## config.mk

```make
export PLATFORM = sky130hd
export DESIGN_NAME = mac_tx_frame_arbiter
export DESIGN_NICKNAME = d
export VERILOG_FILES = /design/src/rtl/mac_tx_frame_arbiter.sv
export SDC_FILE = /design/constraint.sdc
export NUM_CORES = 1
export LEC_CHECK = 0
export CAP_MARGIN = 20
export CORE_MARGIN = 4
export CORE_UTILIZATION = 45
export CTS_BUF_LIST = sky130_fd_sc_hd__clkbuf_4
export CTS_CLUSTER_DIAMETER = 120
export CTS_CLUSTER_SIZE = 40
export DETAILED_ROUTE_END_ITERATION = 8
export PLACE_DENSITY = 0.84
export SYNTH_ARGS = -nofsm -noshare
export SYNTH_HDL_FRONTEND = slang
export SYNTH_SLANG_ARGS = --single-unit
```

## constraint.sdc

```tcl
create_clock -name clk -period 2.9 [get_ports clk]
set_clock_uncertainty 0.15 [all_clocks]
set_input_delay 0.58 -clock clk [delete_from_list [all_inputs] [get_ports clk]]
set_output_delay 0.58 -clock clk [all_outputs]
set_load 0.005 [all_outputs]
```

## src/rtl/mac_tx_frame_arbiter.sv

```systemverilog
// Round-robin, frame-granular arbiter sharing one byte TX stream among N_REQ sources.
// Holds the grant from the first byte to eof, inserts an inter-frame gap and truncates long frames.
module mac_tx_frame_arbiter #(
    parameter int unsigned N_REQ      = 2,
    parameter int unsigned IFG_CYCLES = 2,
    parameter int unsigned MAX_LEN    = 1500,
    localparam int unsigned IDW       = (N_REQ > 1) ? $clog2(N_REQ) : 1
) (
    input  logic               clk,
    input  logic               reset,
    input  logic [N_REQ-1:0]   req_valid,
    input  logic [8*N_REQ-1:0] req_data,
    input  logic [N_REQ-1:0]   req_eof,
    output logic [N_REQ-1:0]   req_ready,
    output logic               tx_valid,
    output logic [7:0]         tx_data,
    output logic               tx_eof,
    input  logic               tx_ready,
    output logic [IDW-1:0]     grant_id,
    output logic               busy,
    output logic               trunc_pulse
);

    localparam int unsigned CW = $clog2(MAX_LEN + 1);
    localparam int unsigned GW = (IFG_CYCLES > 1) ? $clog2(IFG_CYCLES) : 1;

    typedef enum logic [1:0] {StIdle, StGrant, StDrain, StGap} state_t;

    state_t         state_q, state_d;
    logic [IDW-1:0] grant_q, grant_d;
    logic [IDW-1:0] last_q, last_d;
    logic [CW-1:0]  cnt_q, cnt_d;
    logic [GW-1:0]  gap_q, gap_d;
    logic           trunc_q, trunc_d;

    logic             sel_valid, sel_eof, at_max, found;
    logic [7:0]       sel_data;
    logic [N_REQ-1:0] grant_mask;
    int unsigned      idx;

    always_ff @(posedge clk) begin
        if (reset) begin
            state_q <= StIdle;
            grant_q <= '0;
            last_q  <= IDW'(N_REQ - 1);
            cnt_q   <= '0;
            gap_q   <= '0;
            trunc_q <= 1'b0;
        end else begin
            state_q <= state_d;
            grant_q <= grant_d;
            last_q  <= last_d;
            cnt_q   <= cnt_d;
            gap_q   <= gap_d;
            trunc_q <= trunc_d;
        end
    end

    // Mux out the granted requester's stream.
    always_comb begin
        sel_valid  = 1'b0;
        sel_eof    = 1'b0;
        sel_data   = '0;
        grant_mask = '0;
        for (int unsigned i = 0; i < N_REQ; i++) begin
            if (grant_q == IDW'(i)) begin
                sel_valid     = req_valid[i];
                sel_eof       = req_eof[i];
                sel_data      = req_data[8*i +: 8];
                grant_mask[i] = 1'b1;
            end
        end
    end

    assign at_max = (cnt_q == CW'(MAX_LEN - 1));

    always_comb begin
        state_d   = state_q;
        grant_d   = grant_q;
        last_d    = last_q;
        cnt_d     = cnt_q;
        gap_d     = gap_q;
        trunc_d   = 1'b0;
        tx_valid  = 1'b0;
        tx_data   = '0;
        tx_eof    = 1'b0;
        req_ready = '0;
        found     = 1'b0;
        idx       = 0;

        unique case (state_q)
            StIdle: begin
                // Search starts just after the last grant so every source gets a turn.
                for (int unsigned i = 1; i <= N_REQ; i++) begin
                    idx = (32'(last_q) + i) % N_REQ;
                    if (!found && req_valid[idx]) begin
                        found   = 1'b1;
                        grant_d = IDW'(idx);
                        last_d  = IDW'(idx);
                    end
                end
                if (found) begin
                    cnt_d   = '0;
                    state_d = StGrant;
                end
            end
            StGrant: begin
                tx_valid  = sel_valid;
                tx_data   = sel_data;
                tx_eof    = sel_eof | at_max;
                req_ready = grant_mask & {N_REQ{tx_ready}};
                if (sel_valid && tx_ready) begin
                    cnt_d = cnt_q + 1'b1;
                    if (sel_eof) begin
                        gap_d   = '0;
                        state_d = (IFG_CYCLES == 0) ? StIdle : StGap;
                    end else if (at_max) begin
                        trunc_d = 1'b1;
                        state_d = StDrain;
                    end
                end
            end
            StDrain: begin
                req_ready = grant_mask;
                if (sel_valid && sel_eof) begin
                    gap_d   = '0;
                    state_d = (IFG_CYCLES == 0) ? StIdle : StGap;
                end
            end
            StGap: begin
                if (gap_q == GW'(IFG_CYCLES - 1)) begin
                    gap_d   = '0;
                    state_d = StIdle;
                end else begin
                    gap_d = gap_q + 1'b1;
                end
            end
            default: state_d = StIdle;
        endcase
    end

    assign busy        = (state_q != StIdle);
    assign grant_id    = grant_q;
    assign trunc_pulse = trunc_q;

endmodule

```

Yosys cells after proc, flatten, opt, wreduce, memory -nomap -nowiden
Cells that the tools add are included.

Multiplexer cells: 35. Order comparisons: 2. Bitwise operators: 4. $add $sub $neg: 4. Reductions and logical operators: 14. Equal/unequal tests: 10.

Operator list (number): 11-bit 2-to-1 mux (2); 11-bit one-hot mux with 2 select lines (1); 1-bit 2-to-1 mux (21); 8-bit 2-to-1 mux (2); 2-bit 2-to-1 mux (6); 11-bit by 1-bit adder with 11-bit output, second input constant (1); 11-bit equality test, second input constant (1); 2-bit != test, second input constant (5); 2-bit one-hot mux with 4 select lines (1); 2-bit nonzero test (3); 5-bit AND reduction (1); 2-bit equality test, second input constant (2); 1-bit by 2-bit < comparator with 1-bit output, second input constant (2); 2-bit one-hot mux with 2 select lines (1); 4-bit AND reduction (1); 4-bit OR reduction (1); 1-bit adder, second input constant (3); 1-bit logical AND (3); 3-bit != test, second input constant (1); 1-bit one-hot mux with 3 select lines (1); 3-bit AND reduction (1); 3-bit nonzero test (1); 2-bit AND (1); 2-bit by 1-bit equality test with 1-bit output, second input constant (1); 5 further kinds (6).

Register bits: 17. Logic and storage cells: 75. Input bits: 23. Output and inout port bits: 15.

Longest topological paths before layout
Gate-level depths: netlist of run 1.

Word-level depth: 11. Depth in mapped cells: 9. Mapped depth without buffers: 7.

Worst setup path before layout of run 1
No wires, ideal clock.

Path type: flip-flop to output port. From: reg state_q[1]. To: out tx_data[0]. Required time: 2170 ps. Arrival: 1206 ps. Stages on the path, launching flop included: 7. Setup slack: 964 ps. Path buffers: 2. Cell sequence: dfxtp_1 > inv_1 > ha_1 > buf_2 > inv_1 > clkbuf_1 > nor2_1.

Longest elaborated chain between the ends: 2.

RTL lines: start: declaration (RTL line 29) `state_t state_q, state_d;`; start signal: assignment (RTL line 43) `state_q <= StIdle;`; start signal: assignment (RTL line 50) `state_q <= state_d;`; 2-bit by 1-bit equality test with 1-bit output (RTL line 91) `unique case (state_q)`; 8-bit 2-to-1 mux (RTL line 91); end: declaration (RTL line 16) `output logic [7:0] tx_data,`.

No other way between the ends.

Final worst setup path of run 1
From: reg cnt_q[0]. To: out tx_eof.

Longest elaborated chain between the ends: 3.

RTL lines: start: declaration (RTL line 32) `logic [CW-1:0] cnt_q, cnt_d;`; start signal: assignment (RTL line 53) `cnt_q <= cnt_d;`; 11-bit equality test (RTL line 75) `assign at_max = (cnt_q == CW'(MAX_LEN - 1));`; 1-bit bitwise OR (RTL line 110) `tx_eof = sel_eof | at_max;`; 1-bit 2-to-1 mux (RTL line 91); end: declaration (RTL line 17) `output logic tx_eof,`.

No other way between the ends.

==> results, run 1 <==
- The synthesized netlist cell count is about 140.
- The number of rows in the core area is 17.
- The global-route congestion overflow total is 0.
- After clock tree synthesis, the flow added hold-fix buffers numbering 0.
- The remaining number of nets flagged by the antenna check after routing is 0.
- STA classifies the critical path endpoint as an output pin.
- The mapped cell area is about 0.0011 mm^2.
- The setup fix buffers added after clock tree synthesis is 0.
- The power consumption is roughly 0.95 mW.
- The layout cell share with drive strength beyond 1 is under 10%.
- At the later pin of the worst-skew pair, clock insertion delay measures around 300 ps.
- The maximum achievable frequency is 366 MHz.
- The global-route wire length before repair is roughly 4900 um.
- The number of instances resized during post-cts repair is 0.
- The met1 wire length is ~1100 um.
- Setup violations remaining at the end of the flow were counted as 0.
- CTS built an H-tree with a depth of 1.
- TritonCTS built the clock tree.
- The highest metal layer used by the detailed router is met4.
- For the finished layout, the period the worst path requires is around 2700 ps.
- The count of cell types in the netlist is 33.
- The total clock sinks is 17.
- The most instantiated library cell after synthesis is sky130_fd_sc_hd__nor2_1.
- The via count of the first global-routing pass is between 1000 and 1500.
- The share of the synthesized area in the top cell type is between 20% and 30%.
- The power per cell area is 604 mW/mm^2.
- The routed length on met3 is between 200 and 250 um.
- The leading area contributor after synthesis is sky130_fd_sc_hd__dfxtp_1.
- The area of the die is around 0.0034 mm^2.
- Counting the buffers created by CTS gives 3.
- The routability congestion estimate is 0.819.
- In the synthesized netlist, the cells that appear most often are sky130_fd_sc_hd__nor2_1, sky130_fd_sc_hd__dfxtp_1, sky130_fd_sc_hd__nand2_1.
- Adding up every negative setup slack in the final design gives 0 ps.
- Once detailed placement completed, the half-perimeter wirelength came to 2280 um.
- The count of routing violations after the opening detailed-route iteration is 27.
- The classification of the worst-slack hold path is flop to flop.
- The total DRC errors in the routed layout is 0.
- In this run the tool buffered the top-level ports with 37 buffer cells.
- The effective utilization at floorplan is about half.
- The top fanout value on the critical path is 5.
- The number of nets in the synthesized netlist is 167.
- The post-synthesis area per instance is ~8.3 um^2.
- In the detailed route, the total length drawn on met2 is around 1400 um.
- The root buffer cell is sky130_fd_sc_hd__clkbuf_4.
- The initial antenna violation count came to 0.
- For the pin with the worst max-slew slack, the measured transition is 518 ps.
- The standard cell core area is 0.00232 mm^2.
- Summed over all layers, the routed wires come to roughly 2800 um.
- By area the synthesized netlist is led by sky130_fd_sc_hd__dfxtp_1, sky130_fd_sc_hd__nor2_1, sky130_fd_sc_hd__mux2i_1.
- Dividing the detail-routed wire length by the instance count gives about 14 um.
- The top flip-flop cell by instance count after synthesis is sky130_fd_sc_hd__dfxtp_1.
- In the global route stage, overall resource usage came out at about a fifth.
- The maximum number of buffers from clock root to sink is 2.
- The multi-input gate area in the final layout is ~730 um^2.
- The routed layout has between 1000 and 1500 vias.
- The count of final hold-check violations is 0.
- The sequential element share of the synthesized area is 29.9%.
- STA classifies the critical path startpoint as a flop.
- For the worst setup path, the data arrival time is ~2000 ps.
- The flow ran to the end, and the final reports show no timing, DRC or antenna violations.
- The Yosys warning count is 0.
- The floorplan step set the die width to 58.3 um.
- After layout, the worst path uses a little over nine tenths of the clock period.
- In the final layout, flip-flops and latches occupy around 340 um^2.
- VDD sags by at most 0.505 mV.
- The synthesized design contains 0 enable-type register cells.
- Counting the fill cells in the layout gives roughly 170.
- By startpoint and endpoint, the worst setup path is classified as flop to output pin.
- The final-report max-slew violation count is 0.
- The die is roughly 58 um tall.
- Setup repair after global routing left no endpoint under its margin.
- From synthesis to final layout, the design area changed by 37.4%.
- In the synthesized netlist the async set-or-reset flop fraction comes to 0%.
- During I/O placement, the number of pins put on the boundary was 38.
- Clock-pin slew was measured on the worst setup and hold paths at between 100 and 150 ps.
- In the final design database the tool counted ~210 nets.
- The number of iterations in the first detailed-routing pass is 4.
- The max-capacitance violation count is 0.
- Data on the critical path is required at its endpoint by 2170 ps.
- The ratio of routed vias to standard cells is 5.22.
- Entering global routing, the biggest net connects 13 pins.
- Synthesis inferred 17 register bits.
- The analysis attributes to cell leakage a power of 0.622 nW.
- Once layout is complete, the utilization of the core stands at between 60% and 70%.
- The worst pin sits at a relative slew slack of around 65%.
- The diode insertion count for antenna repair is 0.
layout make-up:
cell class                      instances  share of cell area (%)
Multi-Input combinational cell        108                    46.8
Timing Repair Buffer                   41                    25.6
Sequential cell                        17                    21.7
Tap cell                               28                    2.24
Inverter                                8                    1.92
Clock buffer                            3                    1.44
Clock inverter                          1                   0.319
worst paths after layout:
| kind | start | end | slack [ps] | depth (start not counted) |
|---|---|---|---|---|
| worst min register to register | last_q | last_q | 360 | 1 |
| worst max register to register | state_q[1] | cnt_q[7] | 830 | 7 |
| worst max-delay path | cnt_q[0] | tx_eof | 170 | 5 |
| worst min-delay path | last_q | last_q | 360 | 1 |
routing by layer:
metal / vias to the layer above / GRT usage (%)
li1: 552 / -
met1: 481 / 20.3
met2: 39 / 31.9
met3: 4 / 8.77
met4: 0 / 5.96
met5: - / 0
through the flow:
stage | area, um^2 | cells | hold slack [ps] | setup slack [ps]
2_1_floorplan | 1140 | 138 | 316 | 964
3_3_place_gp | 1540 | 202 | 332 | 240
3_5_place_dp | 1540 | 202 | 341 | 220
4_1_cts | 1570 | 206 | 363 | 172
5_1_grt | 1570 | 206 | 391 | 29.1
6_report | 1570 | 206 | 361 | 167
power breakdown:
part           internal [mW]  total, mW  switching [mW]
Clock                 0.0514      0.132          0.0801
Sequential             0.259      0.292          0.0334
Combinational          0.267      0.522           0.256
critical path, stage by stage, from the launching register on:
cell and delay [ps]:
sky130_fd_sc_hd__dfxtp_1 380, sky130_fd_sc_hd__ha_1 210, sky130_fd_sc_hd__and4b_1 190, sky130_fd_sc_hd__nand3_1 200, sky130_fd_sc_hd__a21oi_1 200, sky130_fd_sc_hd__clkdlybuf4s50_1 520
logic make-up after synthesis:
family                     share of synthesized area, %
muxes                                              13.0
buffers and inverters                              5.82
and+or+nand+nor                                    26.8
DFF                                                29.9
adders and majority gates                          6.59
AOI/OAI and AO/OA                                  10.3
xor gates and xnor gates                           7.68
state kept, by name, indices dropped and copies added (netlist names):
signal       flops
state_q          2
cnt_q           11
grant_id         1
trunc_pulse      1
gap_q            1
last_q           1
cells in the final DEF, fill, tap and decap left out:
master / count
sky130_fd_sc_hd__clkdlybuf4s50_1: 37
sky130_fd_sc_hd__nor2_1: 28
sky130_fd_sc_hd__dfxtp_1: 17
sky130_fd_sc_hd__nand2_1: 14
sky130_fd_sc_hd__mux2i_1: 10
sky130_fd_sc_hd__xor2_1: 9
sky130_fd_sc_hd__inv_1: 8
sky130_fd_sc_hd__nand4_1: 6
sky130_fd_sc_hd__ha_1: 6
sky130_fd_sc_hd__and3_1: 5
sky130_fd_sc_hd__a21oi_1: 5
sky130_fd_sc_hd__buf_4: 4
sky130_fd_sc_hd__nand2b_1: 3
sky130_fd_sc_hd__clkbuf_4: 3
sky130_fd_sc_hd__nor2b_1: 2
sky130_fd_sc_hd__nor4_1: 2
sky130_fd_sc_hd__a31oi_1: 2
sky130_fd_sc_hd__mux2i_2: 1
sky130_fd_sc_hd__and4b_1: 1
sky130_fd_sc_hd__nor3b_1: 1
sky130_fd_sc_hd__nand3_1: 1
sky130_fd_sc_hd__mux2i_4: 1
sky130_fd_sc_hd__o31ai_2: 1
sky130_fd_sc_hd__o32ai_4: 1
sky130_fd_sc_hd__xnor2_1: 1
sky130_fd_sc_hd__o21ai_1: 1
sky130_fd_sc_hd__a21o_1: 1
sky130_fd_sc_hd__o21ai_0: 1
sky130_fd_sc_hd__nand4_2: 1
sky130_fd_sc_hd__o31ai_1: 1
sky130_fd_sc_hd__a22oi_1: 1
sky130_fd_sc_hd__mux2_1: 1
sky130_fd_sc_hd__o211ai_1: 1
sky130_fd_sc_hd__clkinv_2: 1
Power figures use the tool's default switching activity.
==> inputs of run 2 (changes only) <==
--- a/config.mk
+++ b/config.mk
@@ -12,7 +12,7 @@
 export CTS_CLUSTER_DIAMETER = 120
 export CTS_CLUSTER_SIZE = 40
 export DETAILED_ROUTE_END_ITERATION = 8
-export PLACE_DENSITY = 0.84
+export PLACE_DENSITY_LB_ADDON = 0.12
 export SYNTH_ARGS = -nofsm -noshare
 export SYNTH_HDL_FRONTEND = slang
 export SYNTH_SLANG_ARGS = --single-unit
==> run 2 against run 1 <==
Register-to-register slack is essentially flat. Critical path type unchanged. Via count grew 2.0%. Worst setup slack lost 32 ps. Die area is the same. Critical path depth is the same. Largest cell class unchanged. Hold slack is essentially flat.
==> results, run 2 (synthesis results as in run 1) <==
- Together, buffers and inverters on the worst path number 3.
- The via total after detailed routing is between 1000 and 1500.
- The kind of cell with the highest combined delay along the critical path is buffers and inverters.
- The critical path runs through a total of 5 cells.
- The post-route core utilization is around two thirds.
- The effective utilization at floorplan is ~50%.
- The endpoint of the worst-slack reg-to-reg timing path is cnt_q[10].
- Counting every sink on the clock net gives 17.
- The remaining number of nets flagged by the antenna check after routing is 0.
- The filler-free cell count of the finished design is between 200 and 250.
- After routing, the total negative slack on setup checks comes to 0 ps.
- The relative slew slack is between 60% and 70%.
- In the routed design, unresolved DRC markers number 0.
- The final-report max-slew violation count is 0.
- The die outline height is ~60 um.
- The register with the most flip-flops in the layout has 11 of them.
- The first detailed-routing pass took 4 iterations.
- The portion of the clock cycle consumed by the worst path in the final layout is around 95%.
- After global routing the overflow that remains totals 0.
- The layout cell share with drive strength beyond 1 is under 10%.
- The max-capacitance violation count is 0.
- The overall fraction of global-route tracks in use is about 17%.
- Entering global routing, the biggest net connects 13 pins.
- The first global-routing pass estimated about 4500 um of wire.
- After detailed routing, the number of vias per cell comes to 5.30.
- The arrival time at the worst endpoint is roughly 2000 ps.
- VDD sags by at most between 0.3 and 0.4 mV.
- The register clock-pin slew on the reported worst setup and hold paths is around 100 ps.
- Power comes to 0.972 mW.
- The diode insertion count for antenna repair is 0.
- The reg-to-reg startpoint is state_q[0].
- In this run the register-to-register setup slack is ~840 ps.
- For this design the ratio of total power to cell area is between 600 and 700 mW/mm^2.
- The run finished with clean final reports.
- In this run the core area contains 17 standard-cell rows.
- The longest clock path from root to sink contains 2 buffers.
- The leading cell type in the layout, fill and taps excluded is sky130_fd_sc_hd__clkdlybuf4s50_1.
- The classification of the worst-slack hold path is flop to flop.
- The maximum achievable frequency is between 300 and 400 MHz.
- The synthesis-to-layout area growth is 39.3%.
- The root buffer cell is sky130_fd_sc_hd__clkbuf_4.
- The layout has between 200 and 250 filler cells.
- Setup violations remaining at the end of the flow were counted as 0.
- Dividing the detail-routed wire length by the instance count gives approximately 14 um.
- The top register by number of flip-flops is cnt_q.
- Detailed placement ended at an HPWL of approximately 2300 um.
- The largest single stage delay on the critical path is approximately 520 ps.
- At the end of routability-driven placement, the weighted congestion stood at approximately 0.84.
- The static leakage is 0.623 nW.
- The measured slew at the worst slew-check pin is 540 ps.
- The sequential cells in the finished layout cover a total of around 340 um^2.
- The area of the die is between 0.003 and 0.004 mm^2.
- The top cell types in the final layout, fill and taps aside, are sky130_fd_sc_hd__clkdlybuf4s50_1, sky130_fd_sc_hd__nor2_1, sky130_fd_sc_hd__dfxtp_1.
- 38 I/O pins were placed.
- Counting I/O delays and the setup requirement, the final critical path takes ~2800 ps.
- In this run the number of H-tree levels came out at 1.
- Port buffering added 37 buffers.
- TritonCTS built the clock tree.
- The sort of element at the end of the critical path is an output pin.
- Walking the worst path, the cells encountered are inv_1 -> ha_2 -> clkinvlp_4 -> a21oi_1 -> clkdlybuf4s50_1.
- The core region is around 0.0023 mm^2.
- At the placement stage, the worst setup path has a slack of approximately 220 ps.
- Measured in cells, the most critical reg-to-reg path has a length of 7.
- For this design, the slowest cell found on the critical path is sky130_fd_sc_hd__clkdlybuf4s50_1.
- The number of nets in the finished design is 209.
- The latest clock arrival within the worst-skew pair is 290 ps.
- The largest registers in the layout are cnt_q (11), state_q (2).
- The endpoint required time on the critical path is between 2000 and 2500 ps.
- The capture point of the critical path is tx_eof.
- The nature of the critical path startpoint is a flop.
- The count of final hold-check violations was 0.
- The startpoint-to-endpoint class of the critical path is flop to output pin.
- The die is a little under 60 um wide.
- For this block, the routed nets add up to roughly 2800 um of wire.
- The number of placed instances, taps included, is just over 200.
- The initial antenna violation count is 0.
- The top fanout value on the critical path is 11.
- The via count of the first global-routing pass was just over 1000.
- In this run, the number of DRC markers left after iteration 0 of detailed routing was 30.
- The post-layout worst setup margin is 135 ps.
- The most critical setup path has its startpoint at state_q[1].
- The TritonCTS buffer count is 3.
- The multi-input gate area in the final layout is ~740 um^2.
-- run 2: changes by cell type in the layout (fill, tap and decap cells not counted), sizes merged --
| cell | delta |
|---|---|
| buf | +1 |
| clkbuf | +1 |
| clkinv | -1 |
| clkinvlp | +1 |
| inv | -1 |
-- run 2: repair_timing --
item	in CTS	in global routing
gates resized for setup	0	3
setup endpoints to repair	0	10
hold buffers	0	0
setup buffers	0	1
-- run 2: worst register-to-register path: cells and delay by family (launching register included) --
family,cells,cell delay [ps]
AO/OA/AOI/OAI,1,530
flip-flops,1,360
AND/OR/NAND/NOR,2,270
buffers and inverters,2,260
adder cells (fa/ha/maj),1,230
XOR/XNOR,1,170
-- run 2: cell type report --
cell class              count  area share [%]
clock buffers               4            1.89
inverters                   8            2.13
multi-input cells         108            46.7
flip-flops and latches     17            21.4
well taps                  28            2.21
repair buffers             42            25.7
-- run 2: power breakdown --
part / switching [mW] / total, mW / internal [mW] / leakage (nW)
combinational: 0.266 / 0.543 / 0.277 / 0.467
sequential: 0.0339 / 0.292 / 0.259 / 0.138
clock: 0.0741 / 0.137 / 0.0629 / 0.0184
-- run 2: stage by stage --
stage	area, um^2	hold slack (ps)
6_report	1590	361
5_1_grt	1590	388
4_1_cts	1570	369
3_5_place_dp	1540	352
3_3_place_gp	1540	339
2_1_floorplan	1140	316
-- run 2: worst min path at each step --
| stage | slack, ps | from | endpoint | cells past startpoint |
|---|---|---|---|---|
| global placement | 340 | last_q | last_q | 1 |
| CTS | 370 | last_q | last_q | 1 |
| finish | 360 | last_q | last_q | 1 |
| detailed placement | 350 | last_q | last_q | 1 |
| global route | 390 | last_q | last_q | 1 |
| floorplan | 320 | last_q | last_q | 1 |
-- run 2: routing by layer --
layer	up-vias	GRT usage [%]	share of wire [%]
li1	559	-	-
met2	31	31.4	51
met3	2	5.92	6.4
met4	0	3.97	0.39
met1	505	19.4	42
met5	-	0	0
